--- src/rtl/ripple_carry_adder_pkg.sv ---
// ============================================================================
// Module      : ripple_carry_adder_pkg
// Description : Shared constants for the registered ripple-carry adder.
// Revision    : 1.0 - initial release
// ============================================================================
`default_nettype none

package ripple_carry_adder_pkg;

  // Default operand/sum width; legal widths are 1..32.
  localparam int RCA_DEFAULT_WIDTH = 4;

endpackage : ripple_carry_adder_pkg

`default_nettype wire

--- src/rtl/ripple_carry_adder_full_adder.sv ---
// ============================================================================
// Module      : full_adder
// Description : One-bit combinational full adder. It holds no state and is
//               used as one stage of the ripple chain.
// Revision    : 1.0 - initial release
// ============================================================================
`default_nettype none

module full_adder (
  input  logic a,
  input  logic b,
  input  logic cin,
  output logic sum,
  output logic cout
);

  logic w_prop;

  // The propagate term is shared by the sum and the carry equations.
  assign w_prop = a ^ b;
  assign sum    = w_prop ^ cin;
  assign cout   = (a & b) | (cin & w_prop);

endmodule : full_adder

`default_nettype wire

--- src/rtl/ripple_carry_adder.sv ---
// ============================================================================
// Module      : ripple_carry_adder
// Description : WIDTH-bit unsigned adder built as a chain of one-bit full
//               adders, with the sum and carry-out registered. Latency is
//               one cycle. rst clears the outputs asynchronously.
// Revision    : 1.0 - initial release
// ============================================================================
`default_nettype none

module ripple_carry_adder
  import ripple_carry_adder_pkg::*;
#(
  parameter int WIDTH = RCA_DEFAULT_WIDTH
) (
  input  logic             clk,
  input  logic             rst,
  input  logic [WIDTH-1:0] a,
  input  logic [WIDTH-1:0] b,
  input  logic             cin,
  output logic [WIDTH-1:0] sum,
  output logic             cout
);

  // w_c[i] is the carry into stage i; w_c[WIDTH] is the carry out of the MSB.
  logic [WIDTH:0]   w_c;
  logic [WIDTH-1:0] sum_d;
  logic             cout_d;
  logic [WIDTH-1:0] sum_q;
  logic             cout_q;

  assign w_c[0] = cin;

  // Build the chain from one full adder per bit. Each stage takes its carry
  // from the stage below it, so the carry ripples from bit 0 to the MSB.
  for (genvar i = 0; i < WIDTH; i++) begin : g_stage
    full_adder u_fa (
      .a    (a[i]),
      .b    (b[i]),
      .cin  (w_c[i]),
      .sum  (sum_d[i]),
      .cout (w_c[i+1])
    );
  end

  assign cout_d = w_c[WIDTH];

  // Output register: it loads the chain result on every edge. Reset clears it
  // at once, without waiting for a clock edge.
  always_ff @(posedge clk or posedge rst) begin
    if (rst) begin
      sum_q  <= '0;
      cout_q <= 1'b0;
    end else begin
      sum_q  <= sum_d;
      cout_q <= cout_d;
    end
  end

  assign sum  = sum_q;
  assign cout = cout_q;

endmodule : ripple_carry_adder

`default_nettype wire

--- config.mk ---
export PLATFORM = sky130hd
export DESIGN_NAME = ripple_carry_adder
export DESIGN_NICKNAME = d
export VERILOG_FILES = /design/src/rtl/ripple_carry_adder_pkg.sv /design/src/rtl/ripple_carry_adder_full_adder.sv /design/src/rtl/ripple_carry_adder.sv
export SDC_FILE = /design/constraint.sdc
export NUM_CORES = 1
export LEC_CHECK = 0
export ABC_AREA = 1
export ABC_CLOCK_PERIOD_IN_PS = 800
export CAP_MARGIN = 30
export CORE_AREA = 10 10 47 49
export DETAILED_ROUTE_END_ITERATION = 8
export DIE_AREA = 0 0 57 59
export GPL_TIMING_DRIVEN = 1
export HOLD_SLACK_MARGIN = 0.05
export PLACE_DENSITY = 0.46
export SLEW_MARGIN = 10
export SYNTH_ARGS = -nofsm -noshare
export SYNTH_HDL_FRONTEND = slang
export SYNTH_HIERARCHICAL = 1
export SYNTH_SLANG_ARGS = --single-unit
export TNS_END_PERCENT = 10
--- constraint.sdc ---
create_clock -name clk -period 0.8 [get_ports clk]
set_input_delay 0.2 -clock clk [delete_from_list [all_inputs] [get_ports clk]]
set_output_delay 0.2 -clock clk [all_outputs]
set_load 0.005 [all_outputs]
Word-level counts from Yosys, hierarchy flattened --
Cells that the tools add are included.
Operators by class: bitwise gates (word level) 20
Operators with widths (number):
- $and 1x1->1 | 8
- $xor 1x1->1 | 8
- $or 1x1->1 | 4
Storage, ports and cells: register bits after elaboration 5, word-level logic and storage cells 22, output and inout port bits 5

Logic depth before layout (Yosys ltp) --
depth after elaboration 9, depth in mapped cells 4, depth with buffers taken out 4

Cells and area by module --
Netlist, hierarchy kept.
By module, submodules not included:
- ripple_carry_adder | times used 1, cells an instance 6, area an instance 128.9 sq um
- full_adder | times used 4, cells an instance 1, area an instance 20.0 sq um

Worst setup path after synthesis --
No wires, ideal clock.
path type input port to flip-flop, start input a[0], end register sum_q[3] (netlist: sum[3]), slack -1.131 ns, stages 4, path buffers 0, arrival time 1.796 ns, setup time 0.136 ns, cells stage by stage fa_1 -> fa_1 -> fa_1 -> fa_1
On the way: word-level cells in the longest chain between the ends 8
RTL lines:
- start: declaration | line ripple_carry_adder.sv:17 | input logic [WIDTH-1:0] a,
- $xor 1x1->1 | line ripple_carry_adder_full_adder.sv:20 | assign w_prop = a ^ b;
- $and 1x1->1 | line ripple_carry_adder_full_adder.sv:22 | assign cout = (a & b) | (cin & w_prop);
- $or 1x1->1 * | line ripple_carry_adder_full_adder.sv:22
- $and 1x1->1 * | line ripple_carry_adder_full_adder.sv:22
- $or 1x1->1 * | line ripple_carry_adder_full_adder.sv:22
- via w_c[2] | line ripple_carry_adder.sv:25 | logic [WIDTH:0] w_c;
- $and 1x1->1 * | line ripple_carry_adder_full_adder.sv:22
- $or 1x1->1 * | line ripple_carry_adder_full_adder.sv:22
- via w_c[3] | line ripple_carry_adder.sv:25
- $xor 1x1->1 * | line ripple_carry_adder_full_adder.sv:21 | assign sum = w_prop ^ cin;
- via sum_d[3] | line ripple_carry_adder.sv:26 | logic [WIDTH-1:0] sum_d;
- end signal: assignment | line ripple_carry_adder.sv:54 | sum_q <= sum_d;
- end: declaration | line ripple_carry_adder.sv:28 | logic [WIDTH-1:0] sum_q;
Mark *: on every way through the listed nets, which the timed path passes. The rest lies on a longest branch.

Final worst setup path --
start input cin, end register sum_q[3] (netlist: sum[3])
On the way: word-level cells in the longest chain between the ends 7
RTL lines:
- start: declaration | line ripple_carry_adder.sv:19 | input logic cin,
- $and 1x1->1 | line ripple_carry_adder_full_adder.sv:22
- $or 1x1->1 | line ripple_carry_adder_full_adder.sv:22
- via w_c[1] | line ripple_carry_adder.sv:25
- $and 1x1->1 | line ripple_carry_adder_full_adder.sv:22
- $or 1x1->1 | line ripple_carry_adder_full_adder.sv:22
- via w_c[2] | line ripple_carry_adder.sv:25
- $and 1x1->1 | line ripple_carry_adder_full_adder.sv:22
- $or 1x1->1 | line ripple_carry_adder_full_adder.sv:22
- via w_c[3] | line ripple_carry_adder.sv:25
- $xor 1x1->1 | line ripple_carry_adder_full_adder.sv:21
- via sum_d[3] | line ripple_carry_adder.sv:26
The timed path passes the listed nets, and every way through them passes these cells.

==> summary.md <==
| Metric | Value |
|---|---|
| TritonRoute pass-1 iters | 1 |
| Setup tns final | -3.05 ns |
| Critical Path Start Type | primary input |
| Max-slew violations | 0 |
| Clock slew at reported path FFs | around 0.04 ns |
| Largest net degree at the start of global routing | 6 |
| Critical-path cell list | buf_6, fa_2, fa_2, fa_2, fa_1 |
| ANT nets after route | 0 |
| Gr usage total | between 3 and 4% |
| Worst setup slack after layout | -0.904 ns |
| Ports | 16 |
| Arrival @ worst endpoint | 1.81 ns |
| Vias in the first global route | between 150 and 200 |
| Nets | 45 |
| Die Wd | ~57 um |
| CTS tree | done |
| Core ar. | 1400 um^2 |
| Post-Place Cells | 41 |
| Fill cells | between 150 and 200 |
| P_leak | 0.171 nW |
| Final Hold Viols | 0 |
| # H-tree levels | 1 |
| CP max stage delay | 0.43 ns |
| Worst path bufs/invs | 1 |
| Clk root buf | clkbuf_4 |
| Worst VDD drop | 0.000458 V |
| Final Instance Area | 384 um^2 |
| RSZ-0062 raised after global routing | true |
| I/O Buffers | 15 |
| Cell variety after synth | 3 |
| Global-route wire length before repair | 724 um |
| Sequential fraction of the synthesis area | between 50% and 60% |
| Hold Path Class | in -> async |
| Relative slew slack | 88.8% |
| FF+latch count, synth | 5 |
| # hold bufs at CTS | 0 |
| Crit path from | cin |
| # setup viols final | 9 |
| Post-CTS setup repair buffer count | 0 |
| TritonCTS Sinks | 5 |
| Status | finished with violations |
| Fmax | ~590 MHz |
| Share of layout cells above drive strength 1 | 48.3% |
| Finished Core Util | 27.4% |
| Placer Congestion | roughly 0.6 |
| Post-placement cell area | 387 um^2 |
| Row Count | 14 |
| Num CTS Buffers | 3 |
| Starting Density | 14.9% |
| Worst setup endpoint | sum[3] |
| Maxcap violations | 0 |
| Clock Path Buffers | 2 |
| Via count | 145 |
| Die extent in y | roughly 59 um |
| Final WL | 473 um |
| Critical path endpoint category | flip-flop |
| DRC | 0 |
| Initial antenna violation count | 0 |
| Cell Pwr Density | 1910 nW/um^2 |
| N_diodes | 0 |
| Fin crit period | ~1.7 ns |
| Worst Path Required | 0.91 ns |
| Mapped Nets | 25 |
| Grt ovf | 0 |
| Vias per cell | 3.22 |
| Worst slew pin tran | about 0.17 ns |
| Post-synthesis cell count | 10 |
| Flip-flop and latch area | 125 um^2 |
| Die area | 3360 um^2 |
| Failing checks | negative setup slack |
| Routed WL per cell | 10.5 um |
| Area occupied by multi-input gates | 87.6 um^2 |
| Warnings, synthesis | 6 |
| Cell mode on critical path | fa_2 |
| Type of the worst setup path | in -> reg |
| DR iter-0 viols | 0 |
| CP top delay family | adder cells |
| Critical Path Stages | 5 |
| Period utilization | 213% |
| Crit Path Max Fanout | 1 |
| Area Growth Syn to Fin | 83.8% |
| Final hold slack | 0.172 ns |
| Cell area after synthesis | 209 um^2 |
| CP max stage cell | fa_1 |
| DP HPWL | around 420 um |
| Fin cells | 45 |
| Syn avg cell area | 20.9 um^2 |
registers in the layout, indices dropped and copies added, names as in the netlist:
register  flops
sum           4
cout          1
cells in the mapped netlist:
| master | number | area (um^2) |
|---|---|---|
| fa_1 | 4 | 80.1 |
| inv_1 | 1 | 3.75 |
| dfrtp_1 | 5 | 125 |
cell usage in the layout, fill, tap and decap left out:
cell	n
dlygate4sd2_1	1
dfrtp_1	5
clkdlybuf4s50_1	6
buf_6	2
inv_1	1
clkbuf_4	3
clkbuf_1	1
fa_1	1
clkbuf_2	5
fa_2	3
buf_2	1
repair_timing:
action | in CTS | in global routing
pin swaps | 4 | 4
gates resized for setup | 24 | 6
setup endpoints to repair | 10 | 9
through the flow:
step	worst slack (ns)	total power [mW]
4_1_cts	-0.935	0.766
3_3_place_gp	-1.53	0.502
2_1_floorplan	-1.02	0.348
5_1_grt	-0.928	0.791
3_5_place_dp	-1.53	0.504
6_report	-0.904	0.732
cell families (layout without fill, tap and decap cells):
| group | after synthesis | after routing | share of synthesized area [%] |
|---|---|---|---|
| buffers and inverters | 1 | 20 | 1.79 |
| DFF | 5 | 5 | 59.9 |
| adders and majority gates | 4 | 4 | 38.3 |
worst min-delay path by stage:
stage / start / endpoint / slack (ns) / depth (start not counted)
global placement: rst / sum[2] / 0.40 / 2
global route: rst / sum[3] / 0.18 / 2
floorplan: rst / cout / -0.02 / 1
detailed placement: rst / sum[0] / 0.42 / 2
CTS: rst / sum[0] / 0.18 / 2
finish: rst / sum[0] / 0.17 / 2
report_power, final:
group,switching (mW),internal [mW],total (mW)
sequential,0.00969,0.295,0.304
clock,0.0950,0.188,0.283
combinational,0.0575,0.0869,0.144
cell type report:
cell class	count	share of cell area, %
clock buffer	4	6.84
inverter	1	0.977
multi-input combinational	4	22.8
sequential	5	32.6
tap	16	5.21
timing repair buffer	15	31.6
per-layer routing:
layer,GRT usage [%],vias to the layer above,routed length [um],share of wire (%)
met3,2.79,2,85,18
met2,2.95,16,181,38
met5,0,-,0,0
met1,2.91,61,189,40
li1,-,66,-,-
met4,5.03,0,17,3.6
Note: power is estimated with default switching activity, not from simulation.
